===== src/rtl/ps2_scancode_decoder_if.sv =====
`default_nettype none
// ============================================================================
// Module   : ps2_scancode_decoder_if
// Brief    : Key-event valid/ready channel from the scancode decoder.
// Revision : 1.0
// ============================================================================
interface ps2_scancode_decoder_if;
    logic [7:0] ev_code;
    logic       ev_break;
    logic       ev_ext;
    logic       ev_valid;
    logic       ev_ready;

    modport master (
        output ev_code,
        output ev_break,
        output ev_ext,
        output ev_valid,
        input  ev_ready
    );

    modport slave (
        input  ev_code,
        input  ev_break,
        input  ev_ext,
        input  ev_valid,
        output ev_ready
    );
endinterface
`default_nettype wire


===== src/rtl/ps2_scancode_decoder.sv =====
`default_nettype none
// ============================================================================
// Module   : ps2_scancode_decoder
// Brief    : PS/2 Set-2 prefix stripper with CDC strobe and key-event FIFO.
// Revision : 1.0
// ============================================================================
module ps2_scancode_decoder #(
    parameter int FIFO_DEPTH  = 4,
    parameter int SYNC_STAGES = 2
) (
    input  wire logic              clk,
    input  wire logic              reset,
    input  wire logic [7:0]        byte_in,
    input  wire logic              byte_valid,
    output logic                   overflow,
    ps2_scancode_decoder_if.master ev
);

    localparam int c_AW = $clog2(FIFO_DEPTH);
    localparam int c_PW = c_AW + 1;

    localparam logic [2:0] c_IDLE    = 3'd0;
    localparam logic [2:0] c_EXT     = 3'd1;
    localparam logic [2:0] c_BRK     = 3'd2;
    localparam logic [2:0] c_EXT_BRK = 3'd3;
    localparam logic [2:0] c_PAUSE   = 3'd4;

    function automatic logic f_is_ctrl(input logic [7:0] b);
        return (b == 8'h00) || (b == 8'hAA) || (b == 8'hEE) ||
               (b == 8'hFA) || (b == 8'hFE) || (b == 8'hFF);
    endfunction

    logic [SYNC_STAGES-1:0] r_sync;
    logic                   r_hist;
    logic                   w_strobe;
    logic [7:0]             r_hold;
    logic                   r_hold_vld;

    // byte_in is already stable when the strobe fires, so only the valid is synchronised.
    assign w_strobe = r_sync[SYNC_STAGES-1] & ~r_hist;

    always_ff @(posedge clk or negedge reset) begin
        if (!reset) begin
            r_sync     <= '0;
            r_hist     <= 1'b0;
            r_hold     <= 8'h00;
            r_hold_vld <= 1'b0;
        end else begin
            r_sync     <= {r_sync[SYNC_STAGES-2:0], byte_valid};
            r_hist     <= r_sync[SYNC_STAGES-1];
            r_hold_vld <= w_strobe;
            if (w_strobe) begin
                r_hold <= byte_in;
            end
        end
    end

    logic [2:0] r_state;
    logic [2:0] w_state_nxt;
    logic [2:0] r_skip;
    logic [2:0] w_skip_nxt;
    logic       w_emit;
    logic [9:0] w_wdata;

    always_ff @(posedge clk or negedge reset) begin
        if (!reset) begin
            r_state <= c_IDLE;
            r_skip  <= 3'd0;
        end else begin
            r_state <= w_state_nxt;
            r_skip  <= w_skip_nxt;
        end
    end

    always_comb begin
        w_state_nxt = r_state;
        w_skip_nxt  = r_skip;
        if (r_hold_vld) begin
            case (r_state)
                c_IDLE: begin
                    if (r_hold == 8'hE0) begin
                        w_state_nxt = c_EXT;
                    end else if (r_hold == 8'hF0) begin
                        w_state_nxt = c_BRK;
                    end else if (r_hold == 8'hE1) begin
                        w_state_nxt = c_PAUSE;
                        w_skip_nxt  = 3'd7;
                    end
                end
                c_EXT: begin
                    if (r_hold == 8'hF0) begin
                        w_state_nxt = c_EXT_BRK;
                    end else if (r_hold != 8'hE0) begin
                        w_state_nxt = c_IDLE;
                    end
                end
                c_PAUSE: begin
                    w_skip_nxt = r_skip - 3'd1;
                    if (r_skip == 3'd1) begin
                        w_state_nxt = c_IDLE;
                    end
                end
                default: w_state_nxt = c_IDLE;
            endcase
        end
    end

    // Event word layout is {ext, break, code}.
    always_comb begin
        w_emit  = 1'b0;
        w_wdata = {2'b00, r_hold};
        if (r_hold_vld) begin
            case (r_state)
                c_IDLE: begin
                    w_emit = !(r_hold inside {8'hE0, 8'hF0, 8'hE1}) && !f_is_ctrl(r_hold);
                end
                c_EXT: begin
                    w_emit  = !(r_hold inside {8'hE0, 8'hF0}) && !f_is_ctrl(r_hold);
                    w_wdata = {2'b10, r_hold};
                end
                c_BRK: begin
                    w_emit  = !f_is_ctrl(r_hold);
                    w_wdata = {2'b01, r_hold};
                end
                c_EXT_BRK: begin
                    w_emit  = !f_is_ctrl(r_hold);
                    w_wdata = {2'b11, r_hold};
                end
                c_PAUSE: begin
                    w_emit  = (r_skip == 3'd1);
                    w_wdata = {2'b10, 8'hE1};
                end
                default: w_emit = 1'b0;
            endcase
        end
    end

    logic [9:0]      r_mem [FIFO_DEPTH];
    logic [c_PW-1:0] r_wr;
    logic [c_PW-1:0] r_rd;
    logic [c_PW-1:0] w_wr_nxt;
    logic [c_PW-1:0] w_rd_nxt;
    logic            w_full;
    logic            w_pop;
    logic            w_wr;
    logic [9:0]      w_head_nxt;
    logic [9:0]      r_head;
    logic            r_valid;
    logic            r_overflow;

    assign w_full   = (r_wr[c_AW] != r_rd[c_AW]) && (r_wr[c_AW-1:0] == r_rd[c_AW-1:0]);
    assign w_pop    = r_valid & ev.ev_ready;
    assign w_wr     = w_emit & (~w_full | w_pop);
    assign w_wr_nxt = r_wr + c_PW'(w_wr);
    assign w_rd_nxt = r_rd + c_PW'(w_pop);

    // The head register looks ahead one entry so the outputs can be flops with no fall-through.
    assign w_head_nxt = (w_wr && (w_rd_nxt[c_AW-1:0] == r_wr[c_AW-1:0])) ?
                        w_wdata : r_mem[w_rd_nxt[c_AW-1:0]];

    always_ff @(posedge clk) begin
        if (w_wr) begin
            r_mem[r_wr[c_AW-1:0]] <= w_wdata;
        end
    end

    always_ff @(posedge clk or negedge reset) begin
        if (!reset) begin
            r_wr       <= '0;
            r_rd       <= '0;
            r_head     <= 10'h000;
            r_valid    <= 1'b0;
            r_overflow <= 1'b0;
        end else begin
            r_wr    <= w_wr_nxt;
            r_rd    <= w_rd_nxt;
            r_head  <= w_head_nxt;
            r_valid <= (w_rd_nxt != w_wr_nxt);
            if (w_emit && w_full && !w_pop) begin
                r_overflow <= 1'b1;
            end
        end
    end

    assign ev.ev_code  = r_head[7:0];
    assign ev.ev_break = r_head[8];
    assign ev.ev_ext   = r_head[9];
    assign ev.ev_valid = r_valid;
    assign overflow    = r_overflow;

endmodule
`default_nettype wire


===== src/flat_wrapper.sv =====
// flat-port wrapper written by rule: the top's interface ports become plain ports
module ps2_scancode_decoder_flat 
#(
    parameter int FIFO_DEPTH  = 4,
    parameter int SYNC_STAGES = 2
)
  (clk, reset, byte_in, byte_valid, overflow, ev_ev_code, ev_ev_break, ev_ev_ext, ev_ev_valid, ev_ev_ready);
  ps2_scancode_decoder_if ev_i ();
  input  wire logic clk;
  input  wire logic reset;
  input  wire logic [7:0] byte_in;
  input  wire logic byte_valid;
  output logic overflow;
  output wire logic [$bits(ev_i.ev_code)-1:0] ev_ev_code;
  output wire logic [$bits(ev_i.ev_break)-1:0] ev_ev_break;
  output wire logic [$bits(ev_i.ev_ext)-1:0] ev_ev_ext;
  output wire logic [$bits(ev_i.ev_valid)-1:0] ev_ev_valid;
  input wire logic [$bits(ev_i.ev_ready)-1:0] ev_ev_ready;
  assign ev_ev_code = ev_i.ev_code;
  assign ev_ev_break = ev_i.ev_break;
  assign ev_ev_ext = ev_i.ev_ext;
  assign ev_ev_valid = ev_i.ev_valid;
  assign ev_i.ev_ready = ev_ev_ready;
  ps2_scancode_decoder #(.FIFO_DEPTH(FIFO_DEPTH), .SYNC_STAGES(SYNC_STAGES)) u_core (.clk(clk), .reset(reset), .byte_in(byte_in), .byte_valid(byte_valid), .overflow(overflow), .ev(ev_i));
endmodule

===== config.mk =====
export PLATFORM = sky130hd
export DESIGN_NAME = ps2_scancode_decoder_flat
export DESIGN_NICKNAME = d
export VERILOG_FILES = /design/src/rtl/ps2_scancode_decoder_if.sv /design/src/rtl/ps2_scancode_decoder.sv /design/src/flat_wrapper.sv
export SDC_FILE = /design/constraint.sdc
export NUM_CORES = 1
export LEC_CHECK = 0
export ABC_AREA = 1
export BUFFER_PORTS_ARGS = -buffer_cell sky130_fd_sc_hd__buf_2
export CORE_MARGIN = 3
export CORE_UTILIZATION = 53
export CTS_CLUSTER_DIAMETER = 80
export DETAILED_ROUTE_END_ITERATION = 8
export PLACE_DENSITY = 0.74
export SKIP_CTS_REPAIR_TIMING = 1
export SYNTH_ARGS = -nofsm -noshare
export SYNTH_HDL_FRONTEND = slang
export SYNTH_SLANG_ARGS = --single-unit

===== constraint.sdc =====
create_clock -name clk -period 2.3 [get_ports clk]
set_input_delay 0.575 -clock clk [delete_from_list [all_inputs] [get_ports clk]]
set_output_delay 0.575 -clock clk [all_outputs]
set_load 0.01 [all_outputs]

==> results of run 1 <==
==> worst max path at each step <==
stage / start / to / slack [ns] / depth (start not counted)
after floorplan: u_core.r_state[1] / u_core.r_mem[0][0] / 0.02 / 7
after global placement: ev_ev_ready / u_core.r_head[5] / -0.005 / 11
after detailed placement: ev_ev_ready / u_core.r_head[6] / -0.06 / 11
after CTS: u_core.r_hold[1] / u_core.ev.ev_valid / 0.004 / 13
after global routing: u_core.r_hold[2] / u_core.ev.ev_valid / -0.03 / 14
final: u_core.r_hold[2] / u_core.ev.ev_valid / 0.11 / 14
==> cell families after synthesis <==
| family | Yosys count | share of synthesized area |
|---|---|---|
| AO/OA/AOI/OAI | 57 | 0.0963 |
| XOR/XNOR | 7 | 0.0187 |
| adder cells (fa/ha/maj) | 6 | 0.0228 |
| buffers and inverters | 42 | 0.0522 |
| flip-flops | 76 | 0.640 |
| AND/OR/NAND/NOR | 129 | 0.171 |
==> sequential cells by signal, indices dropped and copies added (netlist names), 2 cells and up <==
signal / cells
u_core.r_skip: 3
u_core.r_mem: 40
u_core.r_sync: 2
u_core.r_wr: 3
u_core.r_hold: 8
u_core.r_head: 10
u_core.r_rd: 3
u_core.r_state: 3
==> per-stage QoR <==
step / hold WS, ns / instance area, um2 / setup WS (ns) / util
2_1_floorplan: 0.279 / 3290 / 0.0221 / -
4_1_cts: 0.331 / 3760 / 0.00416 / 0.632
3_3_place_gp: 0.338 / 3570 / -0.00528 / 0.600
3_5_place_dp: 0.336 / 3570 / -0.0598 / 0.600
6_report: 0.322 / 3890 / 0.110 / 0.653
5_1_grt: 0.344 / 3890 / -0.0312 / 0.653
==> worst max-delay path, stage by stage (launching register included) <==
cell and delay (ns):
dfrtp_1 0.42, inv_2 0.07, nand2_2 0.07, nor2_1 0.04, nor2_1 0.13, nand3_2 0.14, a21oi_4 0.22, a21oi_4 0.09
nand2_2 0.10, inv_1 0.05, ha_2 0.19, ha_4 0.16, xor2_2 0.15, xnor2_1 0.17, nand3_1 0.09
==> metal layers <==
metal	part of all wire	track usage
met5	0	0
met4	0.017	0.0935
met3	0.059	0.0451
met2	0.51	0.319
met1	0.42	0.240
==> layout by cell type (no fill, tap or decap), types with 2 or more instances in the layout <==
cell,n
clkbuf_1,4
xor2_1,2
clkbuf_8,10
nor3_1,6
edfxtp_1,40
inv_1,27
dfrtp_2,2
nor2_1,32
buf_4,22
buf_2,23
nand4_1,11
a21oi_1,4
o21ai_0,35
inv_2,4
dfrtp_1,34
ha_1,4
nor3_4,2
nand3_1,8
nand2_1,60
nand2_2,5
o22ai_1,12
a21oi_4,2
xnor2_1,4
==> area by class of cell <==
cell class	count	area (um2)	area share
sequential	76	2100	0.541
timing repair buffer	46	300	0.0772
multi-input combinational	199	1090	0.280
clock inverter	2	35.0	0.00900
clock buffer	14	153	0.0392
inverter	31	116	0.0299
tap	75	93.8	0.0241
==> power by group <==
| group | total (W) | switching [W] | internal (W) |
|---|---|---|---|
| clock network | 0.000981 | 0.000450 | 0.000532 |
| logic | 0.00211 | 0.00125 | 0.000861 |
| registers | 0.00197 | 0.000195 | 0.00178 |
| total | 0.00506 | 0.00189 | 0.00317 |
==> results.py, run 1 <==
metrics = {
    "floorplanning": {
        "dieArea_um2": 7180,
        "die_y_um": 84.8,
        "core-area_um2": 5960,
        "initial_core_util": 0.552,
        "fp.dieW_um": 84.8,
        "rows": 28,
        "io_pins": 24,
    },
    "synth": {
        "synthTopCellsByArea": "edfxtp_1, dfrtp_1, nand2_1",
        "yosys.area.top_type_share": 0.365,
        "yosysMostFrequentCell": "nand2_1",
        "ys.warnings.count": 0,
        "synth.ff_latch_count": 76,
        "synth_edf_count": 40,
        "async_flop_share": 0.474,
        "synth_flop_cell": "edfxtp_1",
        "ys_seq_area_frac": 0.640,
        "yosysUniqueCellTypes": 25,
        "syn_inst": 317,
        "synth_commonest_cells": "nand2_1, edfxtp_1, dfrtp_1, o21ai_0, nor2_1",
        "synth.avg_cell_area_um2": 10.4,
        "yosysTopAreaCell": "edfxtp_1",
        "synth_fp_nets": 335,
        "synthesis.area_um2": 3290,
    },
    "cells_and_area": {
        "synthToLayoutAreaGrowth_pct": 18.4,
        "fin_nets": 381,
        "diodes": 0,
        "final_layout_size_suffix_gt1_frac": 0.223,
        "instances_no_fill": 443,
        "fillCellCount": 476,
    },
    "pwr": {
        "p_leak_nw": 1.69,
        "total_power_w": 0.00506,
        "ir_drop_mv": 0.803,
        "p_per_area_nw_per_um2": 1300,
    },
    "place": {
        "hpwlAfterDp_mm": 4.31,
        "dp.cells": 420,
        "portBuffers": 23,
        "globalplace.congestion": 0.834,
    },
    "worst_setup_path": {
        "cp.required_ns": 2.53,
        "path_max_fanout": 4,
        "arrival_ns": 2.42,
        "critPathLaunchType": "flip-flop",
        "worstSetupPathType": "flip-flop to flip-flop",
        "ff2ff_setup_slack_ns": 0.11,
        "reg2reg_from": "u_core.r_hold[2]",
        "critPathCaptureType": "flip-flop",
        "r2r_cells": 14,
        "rr_endpoint": "u_core.ev.ev_valid",
    },
    "global_route": {
        "antenna_found_initial": 0,
        "grt.overflow.total": 0,
        "grt_usage": 0.193,
        "grt_pass1_vias": 2332,
        "grt_max_degree": 37,
        "grt_pass1_wl_mm": 10.7,
    },
    "routing": {
        "via_per_inst": 5.39,
        "drt-initial-drc-count": 179,
        "first_pass_iters": 4,
        "vias": 2388,
        "wirelength_mm": 6.61,
        "ant_nets": 0,
        "wire_per_inst_um": 14.9,
        "drc": 0,
    },
    "sta": {
        "fmax_ghz": 0.457,
        "hold_violations": 0,
        "finalCritPeriodShare": 0.952,
        "tightest_slew_ns": 0.825,
        "setup_violations": 0,
        "fin_skew_ns": 0.00910,
        "finalMaxSlewViolations": 0,
        "period_minus_slack_ns": 2.19,
        "relSlewSlack": 0.448,
        "fin_setup_tns_ns": 0,
    },
    "clock_network": {
        "cts_tree": "yes",
        "cts_buffer_depth": 2,
        "clk_transition_reported_paths_ns": 0.08,
        "cts_buffers": 9,
        "htreeDepth": 3,
        "root_buffer": "clkbuf_8",
        "clock-sinks": 76,
        "clk_latency_ns": 0.34,
    },
    "min_path": {
        "hp-class": "primary input to async pin",
    },
    "run_status": {
        "outcome": "finished clean",
    },
    "job": {
        "maxCapViolCount": 0,
    },
}
Power figures use the tool's default switching activity.
==> run 2: changes to the inputs <==
- BUFFER_PORTS_ARGS: -buffer_cell sky130_fd_sc_hd__buf_2 -> -buffer_cell sky130_fd_sc_hd__clkbuf_2
==> run 2 against run 1 <==
Effect of this change:
- setup slack worse by 0.048 ns
- sequential cell count unchanged
- sequential share of layout area grew 1.1 points
- die area is the same
- final cell count down 1.1%
- critical path depth is 1 lower
==> results.py, run 2 (synthesis gave the netlist of run 1 again) <==
metrics = {
    "global_route": {
        "grt_usage": 0.199,
        "antenna_found_initial": 0,
        "grt.overflow.total": 0,
        "gr-max-usage-layer": "met2",
        "grt_pass1_wl_mm": 11.0,
        "grt_use_met2": 0.322,
        "grt_pass1_vias": 2324,
        "gr-usage-met3": 0.0481,
        "met1_usage": 0.256,
        "grt_max_degree": 24,
    },
    "routing": {
        "wire_per_inst_um": 15.1,
        "drc": 0,
        "vias": 2363,
        "via_per_inst": 5.39,
        "ant_nets": 0,
        "wirelength_mm": 6.60,
        "first_pass_iters": 5,
        "drt-initial-drc-count": 154,
    },
    "worst_setup_path": {
        "arrival_ns": 2.46,
        "path_max_fanout": 5,
        "cp.required_ns": 2.53,
        "critPathLaunchType": "flip-flop",
        "worstSetupPathType": "flip-flop to flip-flop",
        "reg2reg_from": "u_core.r_hold[1]",
        "critPathCaptureType": "flip-flop",
        "r2r_cells": 13,
        "cp-startpoint": "u_core.r_hold[1]",
    },
    "sta": {
        "tightest_slew_ns": 0.830,
        "finalMaxSlewViolations": 0,
        "setup_violations": 0,
        "fin_setup_tns_ns": 0,
        "rsz0062_at_grt": "true",
        "hold_slack_ns": 0.129,
        "finalCritPeriodShare": 0.973,
        "fmax_ghz": 0.447,
        "relSlewSlack": 0.445,
        "period_minus_slack_ns": 2.24,
        "hold_violations": 0,
        "fin_skew_ns": 0.00690,
    },
    "floorplanning": {
        "core-area_um2": 5960,
        "initial_core_util": 0.552,
        "io_pins": 24,
        "die_y_um": 84.8,
        "dieArea_um2": 7180,
        "rows": 28,
        "fp.dieW_um": 84.8,
    },
    "min_path": {
        "hp-class": "primary input to async pin",
    },
    "clock_network": {
        "root_buffer": "clkbuf_8",
        "cts_buffer_depth": 2,
        "htreeDepth": 3,
        "cts_tree": "yes",
        "clk_transition_reported_paths_ns": 0.07,
        "clock-sinks": 76,
        "clk_latency_ns": 0.35,
        "cts_buffers": 9,
    },
    "pwr": {
        "ir_drop_mv": 0.711,
        "total_power_w": 0.00496,
        "p_per_area_nw_per_um2": 1300,
        "p_leak_nw": 1.67,
    },
    "cells_and_area": {
        "final_layout_size_suffix_gt1_frac": 0.218,
        "fin_nets": 376,
        "layout_common_cells": "nand2_1, edfxtp_1, o21ai_0",
        "final_common_cell": "nand2_1",
        "final_area_um2": 3820,
        "largest_register_ffs": 40,
        "final_util": 0.641,
        "synthToLayoutAreaGrowth_pct": 16.2,
        "diodes": 0,
    },
    "place": {
        "portBuffers": 23,
        "post_dp_cell_area_um2": 3560,
        "hpwlAfterDp_mm": 4.46,
        "globalplace.congestion": 0.830,
    },
    "job": {
        "maxCapViolCount": 0,
    },
    "run_status": {
        "outcome": "finished clean",
    },
}
## run 2: cell type report
class                      instances  area, um2
sequential                        76       2110
fill                             498       2140
inverter                          31        116
multi-input combinational        199       1060
clock buffer                      11        141
clock inverter                     5       52.6
timing repair buffer              41        250
tap                               75       93.8
## run 2: final timing paths
kind	endpoint	slack [ns]
min in group clk	u_core.r_sync[0]	0.33
worst min-delay path	u_core.r_rd[1]	0.13
worst max-delay path	u_core.ev.ev_valid	0.06
max in group asynchronous	u_core.r_hold[4]	1.50
worst max register to register	u_core.ev.ev_valid	0.06
worst min register to register	u_core.r_sync[1]	0.35
## run 2: metrics by stage
step / cells / worst slack, ns
floorplan: 317 / 0.0221
global placement: 420 / 0.0140
detailed placement: 420 / -0.0685
CTS: 436 / -0.0549
global route: 438 / -0.0698
finish: 438 / 0.0620
## run 2: worst max-delay path, stage by stage (launching register included)
cell	delay, ns
dfrtp_2	0.45
nor2_4	0.16
nand2_1	0.06
nand2_1	0.08
nand3_2	0.10
a21oi_2	0.23
a21oi_4	0.09
nand2_2	0.10
inv_1	0.05
ha_1	0.20
ha_2	0.20
xor2_2	0.15
xnor2_1	0.15
nand3_1	0.09
## run 2: routing by layer
layer | up-vias | part of all wire | wire length (um)
li1 | 1159 | - | -
met1 | 1121 | 0.43 | 2810
met2 | 74 | 0.51 | 3340
met3 | 9 | 0.055 | 364
met4 | 0 | 0.012 | 82
met5 | - | 0 | 0
## run 2: power breakdown
group	internal, W	switching (W)
Clock	0.000525	0.000470
Combinational	0.000784	0.00122
Sequential	0.00178	0.000189
Total	0.00309	0.00188
